File: src/rtl/mem_access_unit.sv
// Load/store sequencer between the execute stage and the data RAM: one
// registered RAM access per request, with alignment trapping and load extension.
module mem_access_unit #(
    parameter int ADDR_W = 32
) (
    input  logic              clk,
    input  logic              rst_n,
    input  logic              start,
    input  logic              mem_read,
    input  logic              mem_write,
    input  logic [1:0]        size,
    input  logic              unsigned_ld,
    input  logic [ADDR_W-1:0] addr,
    input  logic [31:0]       store_data,
    output logic [ADDR_W-1:0] ram_address,
    output logic [31:0]       ram_write_data,
    output logic [3:0]        ram_byte_enable,
    output logic              ram_write_enable,
    input  logic [31:0]       ram_dout,
    output logic [31:0]       load_data,
    output logic              busy,
    output logic              done,
    output logic              fault
);

    typedef enum logic [1:0] {
        ST_IDLE   = 2'd0,
        ST_ACCESS = 2'd1,
        ST_DONE   = 2'd2
    } state_t;

    state_t      state_r;
    state_t      state_next_s;
    logic        accept_s;
    logic        req_fault_s;
    logic        lane_active_s;
    logic [1:0]  addr_lo_r;
    logic [1:0]  size_r;
    logic        unsigned_r;
    logic        read_r;
    logic        fault_req_r;

    function automatic logic is_malformed(input logic rd, input logic wr,
                                          input logic [1:0] sz, input logic [1:0] lo);
        logic bad;
        case (sz)
            2'b00:   bad = 1'b0;
            2'b01:   bad = lo[0];
            2'b10:   bad = (lo != 2'b00);
            default: bad = 1'b1;
        endcase
        return bad | (rd & wr);
    endfunction

    function automatic logic [3:0] lane_mask(input logic [1:0] sz, input logic [1:0] lo);
        logic [3:0] m;
        case (sz)
            2'b00:   m = 4'b0001 << lo;
            2'b01:   m = lo[1] ? 4'b1100 : 4'b0011;
            2'b10:   m = 4'b1111;
            default: m = 4'b0000;
        endcase
        return m;
    endfunction

    function automatic logic [31:0] lane_replicate(input logic [1:0] sz, input logic [31:0] d);
        logic [31:0] r;
        case (sz)
            2'b00:   r = {4{d[7:0]}};
            2'b01:   r = {2{d[15:0]}};
            default: r = d;
        endcase
        return r;
    endfunction

    function automatic logic [31:0] extract(input logic [31:0] w, input logic [1:0] sz,
                                            input logic [1:0] lo, input logic uns);
        logic [7:0]  b;
        logic [15:0] h;
        logic [31:0] r;
        case (lo)
            2'b00:   b = w[7:0];
            2'b01:   b = w[15:8];
            2'b10:   b = w[23:16];
            default: b = w[31:24];
        endcase
        h = lo[1] ? w[31:16] : w[15:0];
        case (sz)
            2'b00:   r = uns ? {24'h000000, b} : {{24{b[7]}}, b};
            2'b01:   r = uns ? {16'h0000, h} : {{16{h[15]}}, h};
            default: r = w;
        endcase
        return r;
    endfunction

    // Next-state and request-acceptance decode
    always_comb begin
        state_next_s  = state_r;
        accept_s      = 1'b0;
        req_fault_s   = is_malformed(mem_read, mem_write, size, addr[1:0]);
        lane_active_s = (mem_read | mem_write) & ~req_fault_s;
        case (state_r)
            ST_IDLE, ST_DONE: begin
                if (start) begin
                    state_next_s = ST_ACCESS;
                    accept_s     = 1'b1;
                end else begin
                    state_next_s = ST_IDLE;
                end
            end
            ST_ACCESS: state_next_s = ST_DONE;
            default:   state_next_s = ST_IDLE;
        endcase
    end

    // State register
    always_ff @(posedge clk or negedge rst_n) begin
        if (!rst_n) begin
            state_r <= ST_IDLE;
        end else begin
            state_r <= state_next_s;
        end
    end

    // Request latch, RAM drive and completion; the async clear drops write_enable at once
    always_ff @(posedge clk or negedge rst_n) begin
        if (!rst_n) begin
            addr_lo_r        <= 2'b00;
            size_r           <= 2'b00;
            unsigned_r       <= 1'b0;
            read_r           <= 1'b0;
            fault_req_r      <= 1'b0;
            ram_address      <= {ADDR_W{1'b0}};
            ram_write_data   <= 32'h0000_0000;
            ram_byte_enable  <= 4'b0000;
            ram_write_enable <= 1'b0;
            load_data        <= 32'h0000_0000;
            busy             <= 1'b0;
            done             <= 1'b0;
            fault            <= 1'b0;
        end else if (accept_s) begin
            addr_lo_r        <= addr[1:0];
            size_r           <= size;
            unsigned_r       <= unsigned_ld;
            read_r           <= mem_read;
            fault_req_r      <= req_fault_s;
            ram_address      <= addr;
            ram_write_data   <= lane_replicate(size, store_data);
            ram_byte_enable  <= lane_active_s ? lane_mask(size, addr[1:0]) : 4'b0000;
            ram_write_enable <= mem_write & ~req_fault_s;
            busy             <= 1'b1;
            done             <= 1'b0;
            fault            <= 1'b0;
        end else if (state_r == ST_ACCESS) begin
            ram_byte_enable  <= 4'b0000;
            ram_write_enable <= 1'b0;
            busy             <= 1'b0;
            done             <= 1'b1;
            fault            <= fault_req_r;
            if (read_r && !fault_req_r) begin
                load_data <= extract(ram_dout, size_r, addr_lo_r, unsigned_r);
            end
        end else begin
            ram_byte_enable  <= 4'b0000;
            ram_write_enable <= 1'b0;
            busy             <= 1'b0;
            done             <= 1'b0;
            fault            <= 1'b0;
        end
    end

endmodule

File: config.mk
export PLATFORM = sky130hd
export DESIGN_NAME = mem_access_unit
export DESIGN_NICKNAME = d
export VERILOG_FILES = /design/src/rtl/mem_access_unit.sv
export SDC_FILE = /design/constraint.sdc
export NUM_CORES = 1
export LEC_CHECK = 0
export ABC_AREA = 1
export BUFFER_PORTS_ARGS = -buffer_cell sky130_fd_sc_hd__buf_2
export CAP_MARGIN = 20
export CORE_ASPECT_RATIO = 1.25
export CORE_UTILIZATION = 48
export DETAILED_ROUTE_END_ITERATION = 8
export PLACE_DENSITY = 0.79
export SLEW_MARGIN = 20
export SYNTH_ARGS = -nofsm -noshare
export SYNTH_HDL_FRONTEND = slang
export SYNTH_SLANG_ARGS = --single-unit
File: constraint.sdc
create_clock -name clk -period 1.4 [get_ports clk]
set_input_delay 0.07 -clock clk [delete_from_list [all_inputs] [get_ports clk]]
set_output_delay 0.07 -clock clk [all_outputs]
set_load 0.01 [all_outputs]
==> results.ini, run 1 <==
[cts]
clk_pin_slew_ns = 0.07
cts_sinks = 109
cts_tree = built
h-tree-depth = 3
clk_latency_ns = 0.34
cts_buffers = 9
clk_path_buf_depth = 2
clock-root-buffer = clkbuf_16

[worst_setup_path]
critPathBufInv = 2
critPathRequiredTime_ns = 1.66
regToRegSetupSlack_ns = -0.007
critPathMaxStageDelay_ns = 0.45
critPathKind = reg2reg
critPathTopFamily = flip-flops
crit-reg2reg-capture = load_data[10]$_DFFE_PN0P_
cp-start-kind = register
cp_slowest_cell = dfrtp_2
worstReg2RegStart = ram_address[1]$_DFFE_PN0P_
endpoint_kind = register
cp_max_fo = 7
ff2ff_path_depth = 6
crit_arrival_ns = 1.67
crit_chain = buf_6, nand2_1, o21a_1, nand3_4, buf_4, a21oi_1

[pwr]
leakage_nw = 3.98
p_per_area_nw_per_um2 = 1350
peakVddDrop_mv = 0.938

[timing]
finalWorstSetupSlack_ns = -0.00726
min_period_over_period_pct = 101
maxSlewHeadroom_pct = 75.4
hold_violations = 0
slew_viol_final = 0
fin_skew_ns = 0.00353
finalSetupViolations = 1
max_freq_mhz = 711
grt_setup_unrepaired = yes
worstMarginPinSlew_ns = 0.369
min_period_ns = 1.41

[synth]
avgSynthCellArea_sq_um = 8.02
syn_nets = 738
synth_async_sr_flop_share_pct = 100
synth.top_cell.area_share_pct = 53.6
synth_most_common_cell = nand2_1
synth-edff-count = 0
synth_area_leaders = dfrtp_1, nand2_1, a21oi_1
ys.warnings.count = 0
netlist_area_sq_um = 5090
ys_types = 29
synth-seq-cells = 109
synth_largest_area_cell = dfrtp_1
ys_seq_area_share_pct = 53.6
synthTopCellsByCount = nand2_1, dfrtp_1, a21oi_1
ys.flop_type = dfrtp_1
synthCells = 634

[floorplan]
io_pins = 208
dieArea_sq_um = 11000
fp.dieW_microns = 94.1
start_util_pct = 49.8
core-area_sq_um = 10200
die_y_microns = 117
std_cell_rows = 41

[detailed_routing]
avgRoutedWirePerCell_microns = 16.7
firstDrtPassIters = 6
wl_microns = 17300
vias = 5472
drc = 0
ant_nets = 0
drtIter0Drc = 351
vias_per_cell = 5.29

[global_routing]
grt_max_degree = 71
grt-ovfl-total = 0
antenna_found_initial = 0
first_global_vias = 5318
grt_pass1_wl_microns = 25700
grt_usage_pct = 30.9

[final_layout]
fin_util_pct = 72.1
syn_to_final_growth_pct = 44.6
final_cells = 1035
finalNetCount = 1006
antenna-diode-count = 0
layout-drive-gt1-share_pct = 33.3

[outcome]
status = finished, violations left
violations = setup timing

[place]
placed_cells = 960
hpwl_microns = 11100
portBuffers = 207
routabilityCongestion = 0.929

[min_path]
whs_path_depth = 3
hold_start = store_data[30]
holdPathEnd = ram_write_data[30]$_DFFE_PN0P_
holdCritPathClass = in2reg

[run]
cap_viol_max_count = 0

-- routing by layer --
layer / vias up / wire length (microns) / track usage, %
met5: - / 0 / 0
met4: 0 / 578 / 13.1
met3: 52 / 1590 / 7.49
met2: 330 / 8720 / 53.9
met1: 2554 / 6400 / 36.5
li1: 2536 / - / -
-- how the worst max path moves through the flow --
stage | from | endpoint | slack, ns | depth (start not counted)
floorplan | ram_address[1]$_DFFE_PN0P_ | load_data[6]$_DFFE_PN0P_ | 0.09 | 6
finish | ram_address[1]$_DFFE_PN0P_ | load_data[10]$_DFFE_PN0P_ | -0.007 | 6
global placement | ram_address[1]$_DFFE_PN0P_ | load_data[1]$_DFFE_PN0P_ | 0.03 | 6
detailed placement | ram_address[1]$_DFFE_PN0P_ | load_data[20]$_DFFE_PN0P_ | -0.008 | 7
CTS | ram_address[1]$_DFFE_PN0P_ | load_data[20]$_DFFE_PN0P_ | 0.005 | 7
global route | ram_address[1]$_DFFE_PN0P_ | load_data[10]$_DFFE_PN0P_ | -0.08 | 6
-- metrics by stage --
stage	power [mW]	hold WS (ns)	setup TNS (ns)	area, sq um	setup slack (ns)
3_5_place_dp	7.28	-0.00718	-0.0163	6360	-0.00834
2_1_floorplan	5.91	-0.226	0	5090	0.0927
3_3_place_gp	7.19	-0.0111	0	6360	0.0257
5_1_grt	10.5	0.00174	-1.17	7360	-0.0808
4_1_cts	9.80	0.00489	0	7160	0.00494
6_report	9.96	0.0138	-0.00726	7360	-0.00726
-- final cells by class --
type                       count  area [sq um]
tap                          129           161
clock buffer                  10           239
multi-input combinational    451          2070
fill                         722          2850
clock inverter                 5          36.3
sequential                   109          2730
inverter                      42           169
timing repair buffer         289          1950
-- layout by cell type (no fill, tap or decap), types with 6 or more instances in the layout --
master / n
a21oi_1: 46
a31oi_1: 8
buf_12: 7
buf_2: 206
buf_4: 18
clkbuf_16: 13
dfrtp_1: 108
dlygate4sd3_1: 52
inv_1: 36
nand2_1: 239
nand3_1: 15
nor2_1: 42
o211ai_1: 8
o21ai_0: 31
o21ai_1: 11
o21ai_2: 6
or2_2: 19
-- report_power, final --
group / total (mW) / internal [mW] / switching, mW
clock network: 2.42 / 1.25 / 1.17
registers: 4.31 / 3.88 / 0.429
logic: 3.23 / 1.43 / 1.79
total: 9.96 / 6.57 / 3.39
-- worst register-to-register path, delay by kind of cell (launching register included) --
family / cells / cell delay [ns]
compound gates: 2 / 0.37
buf+inv: 2 / 0.34
flops: 1 / 0.45
simple gates: 2 / 0.18
-- flip-flops by register name, indices dropped and copies added (netlist names) --
| register | count |
|---|---|
| fault | 1 |
| done | 1 |
| ram_byte_enable | 4 |
| ram_address | 32 |
| fault_req_r | 1 |
| load_data | 32 |
| ram_write_data | 32 |
| state_r | 1 |
| size_r | 2 |
| ram_write_enable | 1 |
| unsigned_r | 1 |
| read_r | 1 |
-- timing repair --
action | 4_1_cts | 5_1_grt
setup endpoints to repair | 11 | 38
resized for setup | 1 | 32
cloned | 0 | 4
pin swaps | 0 | 5
hold buffers | 52 | 0
buffers inserted | 0 | 4
hold endpoints to repair | 160 | 0
-- cell families after synthesis --
logic type,count (synthesis),share of synthesized area (%)
flops,109,53.6
buf+inv,74,6.71
simple gates,336,27.3
compound gates,115,12.4
(Power assumes the default switching activity.)
==> inputs of run 2 (changes only) <==
--- a/config.mk
+++ b/config.mk
@@ -5,7 +5,6 @@
 export SDC_FILE = /design/constraint.sdc
 export NUM_CORES = 1
 export LEC_CHECK = 0
-export ABC_AREA = 1
 export BUFFER_PORTS_ARGS = -buffer_cell sky130_fd_sc_hd__buf_2
 export CAP_MARGIN = 20
 export CORE_ASPECT_RATIO = 1.25
==> constraint.sdc (replaced) <==
create_clock -name clk -period 1.45 [get_ports clk]
set_input_delay 0.0725 -clock clk [delete_from_list [all_inputs] [get_ports clk]]
set_output_delay 0.0725 -clock clk [all_outputs]
set_load 0.01 [all_outputs]
==> run 2 against run 1 <==
Effect of this change: synthesized area decreased by 4.7%; cell count decreased by 11%; via count decreased by 11%; die area decreased by 4.6%; core utilization increased by 2.7 points; critical endpoint is now load_data[15]$_DFFE_PN0P_; critical path depth decreased by 1; register-to-register slack got worse by 0.22 ns; count of clock-buffer cells in the layout decreased by 1; worst hold slack got worse by 0.0048 ns; the run still ends with setup timing left; largest power group unchanged; final area decreased by 1.4%; first-iteration DRC count decreased by 28%; sequential power decreased by 3%.
==> results.ini, run 2 <==
[outcome]
status = finished, violations left
violations = setup timing

[timing]
min_period_over_period_pct = 116
fin_skew_ns = 0.00480
grt_setup_unrepaired = yes
worstMarginPinSlew_ns = 0.485
finalWorstSetupSlack_ns = -0.232
min_period_ns = 1.68
finalSetupViolations = 31
maxSlewHeadroom_pct = 67.7
max_freq_mhz = 594
hold_slack_ns = 0.00900
hold_violations = 0
slew_viol_final = 0

[synth]
ys_seq_area_share_pct = 56.2
synth_area_leaders = dfrtp_1, nand2_1, mux2i_1
synth_largest_area_cell = dfrtp_1
synth-edff-count = 0
synth.top_cell.area_share_pct = 56.2
ys.flop_type = dfrtp_1
ys.warnings.count = 0
synth_most_common_cell = nand2_1
synthTopCellsByCount = nand2_1, dfrtp_1, nor2_1
synth-seq-cells = 109
ys_types = 43
avgSynthCellArea_sq_um = 9.33
syn_nets = 624
synthCells = 520
netlist_area_sq_um = 4850
synth_async_sr_flop_share_pct = 100

[final_layout]
fillers = 675
finalNetCount = 893
layout_common_cells = buf_2, nand2_1, dfrtp_1, dlygate4sd3_1, nor2_1
fin_util_pct = 74.7
syn_to_final_growth_pct = 49.6
reg_top3 = load_data (32), ram_address (32), ram_write_data (32)
post-route-cell-area_sq_um = 7260
layout-drive-gt1-share_pct = 38.4
layout_commonest_cell = buf_2
antenna-diode-count = 0
seq_area_sq_um = 2730
multiInputGateArea_sq_um = 2170

[run]
cap_viol_max_count = 0

[worst_setup_path]
regToRegSetupSlack_ns = -0.23
critPathKind = reg2reg
cp_slowest_cell = or4b_4
crit_arrival_ns = 1.93
cp-start-kind = register
critPathRequiredTime_ns = 1.70
crit_chain = or4b_4, o22ai_4, buf_4, nor2_4, a31oi_2
cp_max_fo = 8
endpoint_kind = register
critPathMaxStageDelay_ns = 0.56

[detailed_routing]
firstDrtPassIters = 4
drc = 0
vias_per_cell = 5.31
ant_nets = 0
drtIter0Drc = 251
wl_microns = 15700
vias = 4882
avgRoutedWirePerCell_microns = 17.0

[pwr]
p_per_area_nw_per_um2 = 1330
finalPower_mw = 9.62
peakVddDrop_mv = 0.754
leakage_nw = 3.70

[place]
routabilityCongestion = 0.897
dpl_cell_area_sq_um = 6250
hpwl_microns = 10200
portBuffers = 207

[floorplan]
start_util_pct = 49.9
fp.dieW_microns = 91.9
core-area_sq_um = 9710
io_pins = 208
die_y_microns = 114
dieArea_sq_um = 10500
std_cell_rows = 40

[global_routing]
grt_util_met1_pct = 33.9
grt_busiest_layer = met2
grt-ovfl-total = 0
antenna_found_initial = 0
grt_pass1_wl_microns = 24200
first_global_vias = 4975
grt_max_degree = 96
grt_usage_pct = 30.0
grt_use_met2_pct = 54.4
grt_use_met3_pct = 6.91

[cts]
clock-root-buffer = clkbuf_16
clk_latency_ns = 0.34
cts_sinks = 109
cts_tree = built
clk_pin_slew_ns = 0.07
h-tree-depth = 3
cts_buffers = 9
clk_path_buf_depth = 2

[min_path]
holdCritPathClass = in2reg

## run 2: changes by cell type after synthesis, moves of 9 or more
cell      previous run  this run
o21ai_0             40        31
or2_2               20         0
inv_1               37         5
clkbuf_1            17        26
a21oi_1             47        28
a21oi_2              1        10
nand2_1            243       171
mux2i_1              0        38
nand3_1             16         1
## run 2: logic make-up (layout without fill, tap and decap cells)
| logic type | count (synthesis) | in the layout | synth area share (%) |
|---|---|---|---|
| and+or+nand+nor | 241 | 241 | 20.6 |
| DFF | 109 | 109 | 56.2 |
| AOI/OAI and AO/OA | 92 | 92 | 11.7 |
| buffers and inverters | 39 | 313 | 3.46 |
| muxes | 38 | 38 | 7.84 |
| xor gates and xnor gates | 1 | 1 | 0.181 |
## run 2: power breakdown
part           total [mW]  switching (mW)  internal (mW)
Sequential           4.17           0.427           3.74
Combinational        3.04            1.67           1.37
Clock                2.42            1.09           1.33
Total                9.62            3.18           6.44
## run 2: what timing repair did
item                                   4_1_cts  5_1_grt
setup endpoints to repair                   34       55
gates cloned                                 0        1
hold buffers                                52        0
endpoints found under the hold margin       85        0
gates resized for setup                      9       21
pin swaps                                    2        5
buffers inserted                             3        2
## run 2: final timing paths
path	depth (start not counted)	startpoint	endpoint
setup / recovery	5	unsigned_r$_DFFE_PN0P_	load_data[15]$_DFFE_PN0P_
hold / removal	3	store_data[4]	ram_write_data[4]$_DFFE_PN0P_
setup reg to reg	5	unsigned_r$_DFFE_PN0P_	load_data[15]$_DFFE_PN0P_
hold reg to reg	2	ram_write_data[1]$_DFFE_PN0P_	ram_write_data[1]$_DFFE_PN0P_
max in group asynchronous	3	rst_n	ram_address[0]$_DFFE_PN0P_
min in group asynchronous	2	rst_n	ram_byte_enable[0]$_DFF_PN0_
## run 2: layer usage
| layer | up-vias | wire, microns |
|---|---|---|
| li1 | 2269 | - |
| met1 | 2340 | 5860 |
| met2 | 232 | 8080 |
| met3 | 41 | 1200 |
| met4 | 0 | 539 |
| met5 | - | 0 |
## run 2: stage by stage
step	std cells	setup TNS, ns	setup WS (ns)
floorplan	520	-1.08	-0.0752
global placement	847	-6.34	-0.370
detailed placement	847	-7.93	-0.455
CTS	917	-3.16	-0.151
global route	920	-5.45	-0.242
finish	920	-4.43	-0.232
## run 2: critical path: cells and delay by family (launching register included)
family	cells	cell delay, ns
AND/OR/NAND/NOR	2	0.63
AO/OA/AOI/OAI	2	0.41
flip-flops	1	0.40
buffers and inverters	1	0.16
## run 2: area by class of cell
class	count	area share, %
clock buffer	9	3.10
clock inverter	7	0.914
inverter	6	0.310
multi-input combinational	372	29.9
sequential	109	37.6
tap	126	2.17
timing repair buffer	291	26.0
==> inputs of run 3 (changes only) <==
--- a/config.mk
+++ b/config.mk
@@ -7,10 +7,12 @@
 export LEC_CHECK = 0
 export BUFFER_PORTS_ARGS = -buffer_cell sky130_fd_sc_hd__buf_2
 export CAP_MARGIN = 20
-export CORE_ASPECT_RATIO = 1.25
+export CORE_ASPECT_RATIO = 0.9
 export CORE_UTILIZATION = 48
 export DETAILED_ROUTE_END_ITERATION = 8
 export PLACE_DENSITY = 0.79
+export REMOVE_ABC_BUFFERS = 1
+export SKIP_CTS_REPAIR_TIMING = 1
 export SLEW_MARGIN = 20
 export SYNTH_ARGS = -nofsm -noshare
 export SYNTH_HDL_FRONTEND = slang
==> run 3 against run 2 <==
Effect of this change: the flow still finishes with violations (setup timing); final area fell by 1.2%; count of clock-buffer cells in the layout increased by 3; routed wire length is 3.2% lower; critical path type unchanged; global-route usage down 4.6 points; register-to-register slack improved by 0.03 ns.
==> results.ini, run 3 (same netlist as run 2, synthesis figures left out) <==
[outcome]
status = finished, violations left
violations = setup timing

[timing]
maxSlewHeadroom_pct = 70.7
grt_setup_unrepaired = yes
finalSetupViolations = 32
slew_viol_final = 0
hold_violations = 0
min_period_ns = 1.65
min_period_over_period_pct = 114
worstMarginPinSlew_ns = 0.433
max_freq_mhz = 606
fin_skew_ns = 0.00911
finalWorstSetupSlack_ns = -0.200

[worst_setup_path]
endpoint_kind = register
cp_slowest_cell = or4b_4
crit_chain = or4b_4, o22ai_4, nor3_4, clkbuf_16, a21oi_2
cp-start-kind = register
cp_max_fo = 8
critPathTopFamily = simple AND/OR/NAND/NOR gates
critPathLaunch = size_r[1]$_DFFE_PN0P_
critPathKind = reg2reg
critPathMaxStageDelay_ns = 0.54
critPathRequiredTime_ns = 1.73
worstReg2RegStart = size_r[1]$_DFFE_PN0P_
critPathBufInv = 1
crit_arrival_ns = 1.93

[place]
routabilityCongestion = 0.919
hpwl_microns = 9610
placed_cells = 852
portBuffers = 207
dpl_cell_area_sq_um = 6210

[final_layout]
layout_commonest_cell = buf_2
finalNetCount = 901
layout_common_cells = buf_2, nand2_1, dfrtp_1, dlygate4sd3_1, nor2_1
final_cells = 927
fillers = 688
syn_to_final_growth_pct = 47.8
post-route-cell-area_sq_um = 7170
antenna-diode-count = 0
reg_top3 = load_data (32), ram_address (32), ram_write_data (32)
layout-drive-gt1-share_pct = 37.1

[floorplan]
start_util_pct = 49.8
std_cell_rows = 34
dieArea_sq_um = 10500
core-area_sq_um = 9740
io_pins = 208
fp.dieW_microns = 108
die_y_microns = 97.4

[run]
cap_viol_max_count = 0

[global_routing]
grt_pass1_wl_microns = 20800
grt_max_degree = 96
grt-ovfl-total = 0
grt_usage_pct = 25.3
first_global_vias = 4444
antenna_found_initial = 0

[detailed_routing]
firstDrtPassIters = 5
wl_microns = 15200
vias_per_cell = 5.33
avgRoutedWirePerCell_microns = 16.4
vias = 4937
drc = 0
drtIter0Drc = 232
ant_nets = 0

[cts]
clk_pin_slew_ns = 0.10
h-tree-depth = 3
cts_buffers = 9
cts_tree = built
cts_sinks = 109
clk_latency_ns = 0.35
clk_path_buf_depth = 2
clock-root-buffer = clkbuf_8

[pwr]
leakage_nw = 3.66
p_per_area_nw_per_um2 = 1270
peakVddDrop_mv = 0.732
finalPower_mw = 9.14

[min_path]
holdCritPathClass = in2reg
hold_start = addr[0]

[run 3: worst paths after layout]
kind                            cells past startpoint                          end  slack [ns]
worst min-delay path                                3   ram_address[0]$_DFFE_PN0P_       0.007
min in group asynchronous                           2   ram_write_enable$_DFF_PN0_        0.15
worst max-delay path                                5    load_data[29]$_DFFE_PN0P_       -0.20
worst max register to register                      5    load_data[29]$_DFFE_PN0P_       -0.20
max in group asynchronous                           3   ram_address[5]$_DFFE_PN0P_        0.76
worst min register to register                      2  ram_address[13]$_DFFE_PN0P_        0.48
[run 3: area by class of cell]
class / count / area, sq um / share of cell area (%)
flip-flops and latches: 109 / 2730 / 38.0
multi-input cells: 372 / 2090 / 29.1
repair buffers: 299 / 1960 / 27.3
well taps: 126 / 158 / 2.20
clock buffers: 12 / 145 / 2.02
clock inverters: 3 / 68.8 / 0.960
inverters: 6 / 22.5 / 0.314
[run 3: stage by stage]
stage,hold WS [ns],setup TNS [ns],setup WS (ns),util [%]
floorplan,-0.223,-159.72,-2.69,-
global placement,-0.0284,-3.72,-0.192,63.7
detailed placement,-0.0321,-5.78,-0.307,63.7
CTS,-0.426,-6.29,-0.304,65.9
global route,-0.00216,-6.33,-0.250,73.6
finish,0.00659,-4.29,-0.200,73.6
[run 3: per-layer routing]
| metal | track usage, % | up-vias | routed length (microns) |
|---|---|---|---|
| met5 | 0 | - | 0 |
| met4 | 6.22 | 0 | 391 |
| met3 | 7.78 | 35 | 1370 |
| met2 | 43.6 | 252 | 7580 |
| met1 | 30.8 | 2365 | 5840 |
| li1 | - | 2285 | - |
[run 3: worst register-to-register path, delay by kind of cell, from the launching register on]
kind | cells | cell delay, ns
and+or+nand+nor | 2 | 0.63
DFF | 1 | 0.42
AOI/OAI and AO/OA | 2 | 0.36
buffers and inverters | 1 | 0.19
[run 3: power by group]
| group | leakage [nW] | switching (mW) | total, mW | internal, mW |
|---|---|---|---|---|
| Sequential | 1.31 | 0.417 | 4.15 | 3.73 |
| Clock | 0.107 | 0.994 | 2.02 | 1.02 |
| Combinational | 2.25 | 1.61 | 2.97 | 1.36 |
| Total | 3.66 | 3.02 | 9.14 | 6.12 |
